==> src/rtl/etapa_wb_pipe.sv <==
// MEM/WB write-back stage: load-lane extraction/extension, write-back mux, registered outputs.
// Optional retired-instruction counter enabled by defining ETAPA_WB_RETIRE_CNT_EN. DATA_W is 32 or 64.
module etapa_wb_pipe #(
    parameter int DATA_W     = 32,
    parameter int REG_ADDR_W = 5,
    parameter int CNT_W      = 32
) (
    input  logic                          i_clk,
    input  logic                          i_reset,
    input  logic                          i_valid,
    input  logic                          i_stall,
    input  logic                          i_flush,
    input  logic [REG_ADDR_W-1:0]         i_write_reg,
    input  logic [DATA_W-1:0]             i_ALU_result,
    input  logic [DATA_W-1:0]             i_read_data,
    input  logic [$clog2(DATA_W/8)-1:0]   i_addr_lsb,
    input  logic [1:0]                    i_mem_size,
    input  logic                          i_mem_unsigned,
    input  logic                          i_WB_write,
    input  logic                          i_WB_mem_to_reg,
    output logic [REG_ADDR_W-1:0]         o_write_reg,
    output logic [DATA_W-1:0]             o_WB_data,
    output logic                          o_WB_write,
    output logic                          o_valid,
    output logic [CNT_W-1:0]              o_retired_count
);

    localparam int LANE_W = $clog2(DATA_W / 8);

    logic [LANE_W-2:0]   half_idx_s;
    logic                word_idx_s;
    logic [7:0]          byte_s;
    logic [15:0]         half_s;
    logic [31:0]         word_s;
    logic                byte_sign_s;
    logic                half_sign_s;
    logic                word_sign_s;
    logic [DATA_W-1:0]   mem_data_s;
    logic [DATA_W-1:0]   sel_data_s;
    logic                wb_write_s;

    logic                valid_r;
    logic                wb_write_r;
    logic [REG_ADDR_W-1:0] write_reg_r;
    logic [DATA_W-1:0]   wb_data_r;

    // Address bits below the access size are dropped by taking only the upper lane bits.
    assign half_idx_s  = i_addr_lsb[LANE_W-1:1];
    assign word_idx_s  = i_addr_lsb[LANE_W-1];
    assign byte_s      = 8'(i_read_data >> {i_addr_lsb, 3'b000});
    assign half_s      = 16'(i_read_data >> {half_idx_s, 4'b0000});
    assign word_s      = 32'(i_read_data >> {word_idx_s, 5'b00000});
    assign byte_sign_s = ~i_mem_unsigned & byte_s[7];
    assign half_sign_s = ~i_mem_unsigned & half_s[15];
    assign word_sign_s = ~i_mem_unsigned & word_s[31];

    // Size the loaded lane and extend it to the register width.
    always_comb begin
        mem_data_s = i_read_data;
        case (i_mem_size)
            2'b00: mem_data_s = {{(DATA_W-8){byte_sign_s}}, byte_s};
            2'b01: mem_data_s = {{(DATA_W-16){half_sign_s}}, half_s};
            2'b10: begin
                if (DATA_W == 64) begin
                    mem_data_s = DATA_W'({{32{word_sign_s}}, word_s});
                end else begin
                    mem_data_s = i_read_data;
                end
            end
            default: mem_data_s = i_read_data;
        endcase
    end

    assign sel_data_s = i_WB_mem_to_reg ? i_ALU_result : mem_data_s;
    assign wb_write_s = i_valid & i_WB_write & (i_write_reg != {REG_ADDR_W{1'b0}});

    // Stage register: reset beats flush beats stall beats load.
    always_ff @(posedge i_clk) begin
        if (i_reset) begin
            valid_r     <= 1'b0;
            wb_write_r  <= 1'b0;
            write_reg_r <= {REG_ADDR_W{1'b0}};
            wb_data_r   <= {DATA_W{1'b0}};
        end else if (i_flush) begin
            valid_r    <= 1'b0;
            wb_write_r <= 1'b0;
        end else if (i_stall) begin
            valid_r    <= valid_r;
            wb_write_r <= wb_write_r;
        end else begin
            valid_r     <= i_valid;
            wb_write_r  <= wb_write_s;
            write_reg_r <= i_write_reg;
            wb_data_r   <= sel_data_s;
        end
    end

    assign o_valid     = valid_r;
    assign o_WB_write  = wb_write_r;
    assign o_write_reg = write_reg_r;
    assign o_WB_data   = wb_data_r;

`ifdef ETAPA_WB_RETIRE_CNT_EN
    logic [CNT_W-1:0] retired_cnt_r;

    // Count live instructions accepted on a load edge; wraps silently.
    always_ff @(posedge i_clk) begin
        if (i_reset) begin
            retired_cnt_r <= {CNT_W{1'b0}};
        end else if (!i_flush && !i_stall && i_valid) begin
            retired_cnt_r <= retired_cnt_r + CNT_W'(1);
        end else begin
            retired_cnt_r <= retired_cnt_r;
        end
    end

    assign o_retired_count = retired_cnt_r;
`else
    assign o_retired_count = {CNT_W{1'b0}};
`endif

endmodule

==> config.mk <==
export PLATFORM = sky130hd
export DESIGN_NAME = etapa_wb_pipe
export DESIGN_NICKNAME = d
export VERILOG_FILES = /design/src/rtl/etapa_wb_pipe.sv
export SDC_FILE = /design/constraint.sdc
export NUM_CORES = 1
export LEC_CHECK = 0
export ABC_AREA = 0
export BUFFER_PORTS_ARGS = -buffer_cell sky130_fd_sc_hd__clkbuf_2
export CORE_ASPECT_RATIO = 1.25
export CORE_UTILIZATION = 39
export CTS_CLUSTER_SIZE = 16
export DETAILED_ROUTE_END_ITERATION = 8
export PLACE_DENSITY = 0.8
export SKIP_LAST_GASP = 1
export SLEW_MARGIN = 20
export SYNTH_ARGS = -nofsm -noshare
export SYNTH_HDL_FRONTEND = slang
export SYNTH_SLANG_ARGS = --single-unit
==> constraint.sdc <==
create_clock -name i_clk -period 1.7 [get_ports i_clk]
set_clock_uncertainty 0.2 [all_clocks]
set_input_delay 0.34 -clock i_clk [delete_from_list [all_inputs] [get_ports i_clk]]
set_output_delay 0.34 -clock i_clk [all_outputs]
set_load 0.005 [all_outputs]
==> impl_metrics.toml, run 1 <==
[global_route]
grt_util_all_layers_pct = 24.41
first_global_vias = 2629
antenna_found_initial = 0
grt_overflow = 0
grt_pass1_wl_um = 12570
grt_max_degree = 25

[finish]
drive_above_1_share_pct = 42.96
final_common_cell = "clkbuf_2"
final_cell_mix = "119 x clkbuf_2, 39 x dfxtp_1, 32 x conb_1"
area_delta_synth_final_pct = 34.02
num_antenna_cells = 0
fillCellCount = 629
final_nets = 506
largest_reg_flops = 32

[logic_synthesis]
synthAdderAreaFrac_pct = 0
yosysSeqAreaShare_pct = 31.55
synth_cells = 295
synth_area_um2 = 2475
muxShareOfSynthArea_pct = 8.089
synth_xor_area_share_pct = 0
synth_warnings = 0
syn_avg_cell_area_um2 = 8.389
synth_top_family_by_area = "compound AO/OA/AOI/OAI gates"
synth_seq_cells = 39
synth_cell_types = 36
synth_compound_area_share_pct = 33.52
synth_simple_gate_area_share_pct = 12.23

[critical_path]
max_stage_delay_ns = 0.40
cp.arrival_ns = 1.60
cp_top_family = "compound AO/OA/AOI/OAI gates"
start_kind = "input pin"
slowest_stage = "o22ai_4"
critPathMostFrequentCell = "buf_4"
crit_chain = "clkbuf_2, buf_4, mux2i_1, buf_4, o22ai_4, a221oi_1, o21ai_0"
critPathKind = "in -> reg"
cp_max_fo = 16
reg2regPathDepth = 3
r2r_end = "o_WB_data[6]$_SDFFE_PP0P_"
ff2ff_setup_slack_ns = 0.39
required_ns = 1.72
end_kind = "flop"
r2r_start = "o_WB_data[6]$_SDFFE_PP0P_"
critPathBufInv = 3

[clock_network]
cts_tree = "built"
cts.clk_slew.worst_paths_ns = 0.08
cts_buffers = 5
clkLatencyLatePin_ns = 0.30
cts_max_level = 2
cts-root-buf = "clkbuf_8"
cts.path.max_buffers = 2
cts_sinks = 39

[status]
outcome = "finished, final reports clean"

[timing]
slew_viol_final = 0
worstMarginPinSlew_ns = 1.100
fmax_mhz = 631.5
rsz0062_at_grt = "false"
period_share_pct = 93.15
min_period_ns = 1.583
setup_ws_ns = 0.1165
hold_viol = 0
finalHoldWorstSlack_ns = 0.06771
tns_ns = 0
setup_viol = 0
max_slew_margin_pct = 26.42

[routing]
drt_iter0_markers = 179
drc_errors = 0
num_vias = 2834
antenna_left = 0
wire_per_inst_um = 16.07
wirelength_um = 8211
drtPass1Iterations = 4
viasPerCell = 5.546

[power_and_ir_drop]
leakage_nw = 1.497
p_per_area_nw_per_um2 = 716.5
ir_worst_vdd_v = 0.0003208

[min_path]
min_to = "o_write_reg[2]$_SDFFE_PP0P_"
hold_path_class = "in -> reg"
worstHoldPathCells = 3
hold_path_startpoint = "i_write_reg[2]"

[die]
start_util_pct = 40.14
core_um2 = 6166
fp.dieH_um = 91.07
io_pins = 152
die_area_um2 = 6671
die_x_um = 73.25
rows = 32

[place]
dp_slack_ns = -0.1963
io_buffer_count = 119
hpwlAfterDp_um = 6223
gp_congestion = 0.8763

[run]
cap_violations = 0
## worst max-delay path by stage
stage,depth (start not counted),slack (ns),start,end
2_1_floorplan,4,-0.005,i_addr_lsb[1],o_WB_data[10]$_SDFFE_PP0P_
3_3_place_gp,5,-0.10,i_addr_lsb[1],o_WB_data[10]$_SDFFE_PP0P_
3_5_place_dp,7,-0.20,i_addr_lsb[1],o_WB_data[28]$_SDFFE_PP0P_
4_1_cts,7,0.11,i_addr_lsb[1],o_WB_data[28]$_SDFFE_PP0P_
5_1_grt,7,0.01,i_addr_lsb[1],o_WB_data[24]$_SDFFE_PP0P_
6_report,7,0.12,i_addr_lsb[1],o_WB_data[19]$_SDFFE_PP0P_
## where the power goes
group          internal [W]  switching [W]
sequential         0.000964      0.0000310
clock              0.000437       0.000356
combinational      0.000278       0.000310
total               0.00168       0.000697
## cells by family after synthesis
group           count (synthesis)
compound gates                116
simple gates                   64
buf+inv                        58
flops                          39
mux                            17
other cells                     1
## synthesized netlist by cell type, drive strengths merged
library cell | count | area share [%]
mux2i | 2 | 0.81
o21ai | 42 | 8.5
a21o | 1 | 0.30
or3 | 9 | 2.3
nor3 | 10 | 2.0
conb | 1 | 0.15
o221a | 7 | 3.2
a221oi | 23 | 8.1
nand2 | 30 | 4.6
a221o | 7 | 2.8
a21oi | 14 | 2.8
nor2 | 8 | 1.2
or3b | 1 | 0.35
nand2b | 1 | 0.25
or2 | 1 | 0.25
o21a | 1 | 0.30
mux2 | 14 | 6.4
mux4 | 1 | 0.91
buf | 39 | 12
o22ai | 2 | 1.1
clkbuf | 17 | 2.6
a211oi | 10 | 3.5
nor2b | 2 | 0.51
a41oi | 1 | 0.35
a32oi | 1 | 0.35
nor3b | 2 | 0.81
inv | 2 | 0.30
dfxtp | 39 | 32
a22oi | 7 | 2.1
## through the flow
step,area [um^2],util [%],std cells,total power (W)
floorplan,2600,-,326,0.001362
global route,3317,53.79,511,0.002464
detailed placement,3198,51.87,503,0.001593
CTS,3311,53.69,511,0.002368
finish,3317,53.79,511,0.002376
global placement,3198,51.87,503,0.001580
## final cells by class
type | instances | area (um^2) | area share (%)
clock inverters | 3 | 43.79 | 1.320
repair buffers | 148 | 850.8 | 25.65
clock buffers | 5 | 68.82 | 2.075
flip-flops and latches | 39 | 780.7 | 23.54
well taps | 85 | 106.4 | 3.206
multi-input cells | 229 | 1459 | 43.98
inverters | 2 | 7.507 | 0.2263
## worst reg2reg max path, stage by stage (launching register included)
cell and delay, ns:
dfxtp_1 0.33, a221o_1 0.32, a221oi_1 0.26, nor3_1 0.08
## per-layer routing
| layer | track usage [%] | vias up | routed length [um] |
|---|---|---|---|
| li1 | - | 1315 | - |
| met1 | 30.74 | 1348 | 3408 |
| met2 | 39.35 | 148 | 3995 |
| met3 | 3.774 | 23 | 513 |
| met4 | 12.75 | 0 | 294 |
| met5 | 0 | - | 0 |
## what timing repair did
action | 4_1_cts | 5_1_grt
buffers inserted | 0 | 0
hold buffers | 0 | 0
setup endpoints to repair | 0 | 1
resized for setup | 0 | 1
(Power assumes the default switching activity.)
==> run 2, diff against run 1 <==
--- a/config.mk
+++ b/config.mk
@@ -8,10 +8,10 @@
 export ABC_AREA = 0
 export BUFFER_PORTS_ARGS = -buffer_cell sky130_fd_sc_hd__clkbuf_2
 export CORE_ASPECT_RATIO = 1.25
-export CORE_UTILIZATION = 39
+export CORE_UTILIZATION = 43
 export CTS_CLUSTER_SIZE = 16
 export DETAILED_ROUTE_END_ITERATION = 8
-export PLACE_DENSITY = 0.8
+export PLACE_DENSITY = 0.83
 export SKIP_LAST_GASP = 1
 export SLEW_MARGIN = 20
 export SYNTH_ARGS = -nofsm -noshare
==> constraint.sdc (replaced) <==
create_clock -name i_clk -period 1.5 [get_ports i_clk]
set_clock_uncertainty 0.2 [all_clocks]
set_input_delay 0.3 -clock i_clk [delete_from_list [all_inputs] [get_ports i_clk]]
set_output_delay 0.3 -clock i_clk [all_outputs]
set_load 0.005 [all_outputs]
==> impl_metrics.toml, run 2 (synthesis gave the netlist of run 1 again) <==
[status]
outcome = "complete, but fails checks"
violations = "setup timing"

[timing]
period_share_pct = 100.2
rsz0062_at_grt = "true"
worstMarginPinSlew_ns = 0.6802
setup_viol = 1
setup_ws_ns = -0.003411
min_period_ns = 1.503
slew_viol_final = 0
fmax_mhz = 665.2
max_slew_margin_pct = 54.61
hold_viol = 0

[power_and_ir_drop]
swShare_pct = 31.47
p_comb_share_pct = 29.1
seqPwrFrac_pct = 43.6
p_per_area_nw_per_um2 = 747.8
p_switching_w = 0.0008138
ir_worst_vdd_v = 0.0003802
leakage_nw = 1.542
p_int_w = 0.001772
power.clock.fraction_pct = 27.4

[critical_path]
cp.arrival_ns = 1.49
end_kind = "flop"
r2r_start = "o_WB_data[5]$_SDFFE_PP0P_"
reg2regPathDepth = 3
critPathKind = "in -> reg"
r2r_end = "o_WB_data[5]$_SDFFE_PP0P_"
ff2ff_setup_slack_ns = 0.21
cp_max_fo = 12
required_ns = 1.48
start_kind = "input pin"

[place]
dpl.cell_count = 482
gp_congestion = 0.9365
io_buffer_count = 119
dpl_cell_area_um2 = 3159
hpwlAfterDp_um = 5968

[min_path]
min_to = "o_write_reg[4]$_SDFFE_PP0P_"
hold_path_startpoint = "i_write_reg[4]"
hold_path_class = "in -> reg"
worstHoldPathCells = 3

[die]
rows = 30
core_um2 = 5480
start_util_pct = 45.16
io_pins = 152
die_area_um2 = 6065
die_x_um = 69.86
fp.dieH_um = 86.82

[finish]
final_cell_mix = "118 x clkbuf_2, 39 x dfxtp_1, 32 x conb_1"
fin_area_um2 = 3458
drive_above_1_share_pct = 48.02
largest_reg_flops = 32
final_common_cell = "clkbuf_2"
final_nets = 509
num_antenna_cells = 0
stdcell_count = 493
area_delta_synth_final_pct = 39.74

[routing]
drc_errors = 0
drtPass1Iterations = 4
viasPerCell = 5.811
wire_per_inst_um = 17.13
antenna_left = 0
drt_iter0_markers = 129
wirelength_um = 8447
num_vias = 2865

[run]
cap_violations = 0

[clock_network]
cts-root-buf = "clkbuf_8"
cts.path.max_buffers = 2
cts_tree = "built"
cts_buffers = 5
cts_max_level = 2
cts_sinks = 39
cts.clk_slew.worst_paths_ns = 0.07
clkLatencyLatePin_ns = 0.30
ctsHoldBuffers = 0

[global_route]
antenna_found_initial = 0
first_global_vias = 2585
grt_util_all_layers_pct = 26.44
grt_overflow = 0
grt_pass1_wl_um = 12500
grt_max_degree = 26
[run 2: cell count changes in the layout (fill, tap and decap cells not counted), moves of 2 or more]
cell,delta
a221oi_1,-16
buf_6,+5
o21ai_1,+2
a221oi_2,+14
a221oi_4,+2
clkbuf_1,+2
o21ai_0,-2
[run 2: how the worst max path moves through the flow]
stage | endpoint | from | slack [ns]
2_1_floorplan | o_WB_data[10]$_SDFFE_PP0P_ | i_addr_lsb[1] | -0.16
3_3_place_gp | o_WB_data[19]$_SDFFE_PP0P_ | i_addr_lsb[1] | -0.39
3_5_place_dp | o_WB_data[19]$_SDFFE_PP0P_ | i_addr_lsb[1] | -0.48
4_1_cts | o_WB_data[20]$_SDFFE_PP0P_ | i_mem_size[1] | -0.01
5_1_grt | o_WB_data[27]$_SDFFE_PP0P_ | i_addr_lsb[1] | -0.10
6_report | o_WB_data[20]$_SDFFE_PP0P_ | i_addr_lsb[1] | -0.003
[run 2: stage by stage]
stage / setup slack, ns / util, % / hold slack [ns] / power (W) / setup TNS, ns
final: -0.003411 / 63.11 / 0.03520 / 0.002586 / -0.003411
after global placement: -0.3851 / 57.65 / 0.2355 / 0.001778 / -9.320
after detailed placement: -0.4751 / 57.65 / 0.2439 / 0.001792 / -10.07
after CTS: -0.01363 / 59.66 / 0.03528 / 0.002488 / -0.02432
after global routing: -0.1035 / 63.11 / 0.04507 / 0.002696 / -0.3205
after floorplan: -0.1647 / - / 0.1793 / 0.001544 / -3.374
[run 2: what timing repair did]
item	4_1_cts	5_1_grt
buffers inserted	1	2
endpoints found under the setup margin	18	29
resized for setup	4	34
pin swaps	1	3
[run 2: power groups by stage]
stage	Combinational (W)	Clock, W	Sequential (W)
floorplan	0.000393	0	0.00115
global placement	0.000629	0	0.00115
detailed placement	0.000642	0	0.00115
CTS	0.000656	0.000706	0.00113
global route	0.000810	0.000754	0.00113
finish	0.000752	0.000707	0.00113
[run 2: cell type report]
type | instances | area, um^2
Fill cell | 481 | 2022
Multi-Input combinational cell | 229 | 1614
Timing Repair Buffer | 151 | 894.6
Sequential cell | 39 | 780.7
Tap cell | 64 | 80.08
Clock buffer | 7 | 76.32
Inverter | 2 | 7.507
Clock inverter | 1 | 5.005
[run 2: metal layers]
metal | global-route usage, % | up-vias | part of all wire, %
met5 | 0 | - | 0
met4 | 15.64 | 0 | 4.6
met3 | 5.698 | 34 | 7.2
met2 | 43.71 | 172 | 49
met1 | 31.56 | 1340 | 39
li1 | - | 1319 | -
[run 2: worst max-delay path: stages]
cell and delay (ns):
buf_4 0.11, buf_6 0.11, mux2i_1 0.18, buf_4 0.16, o22ai_4 0.08, buf_12 0.17, a221oi_4 0.28, o21ai_0 0.10
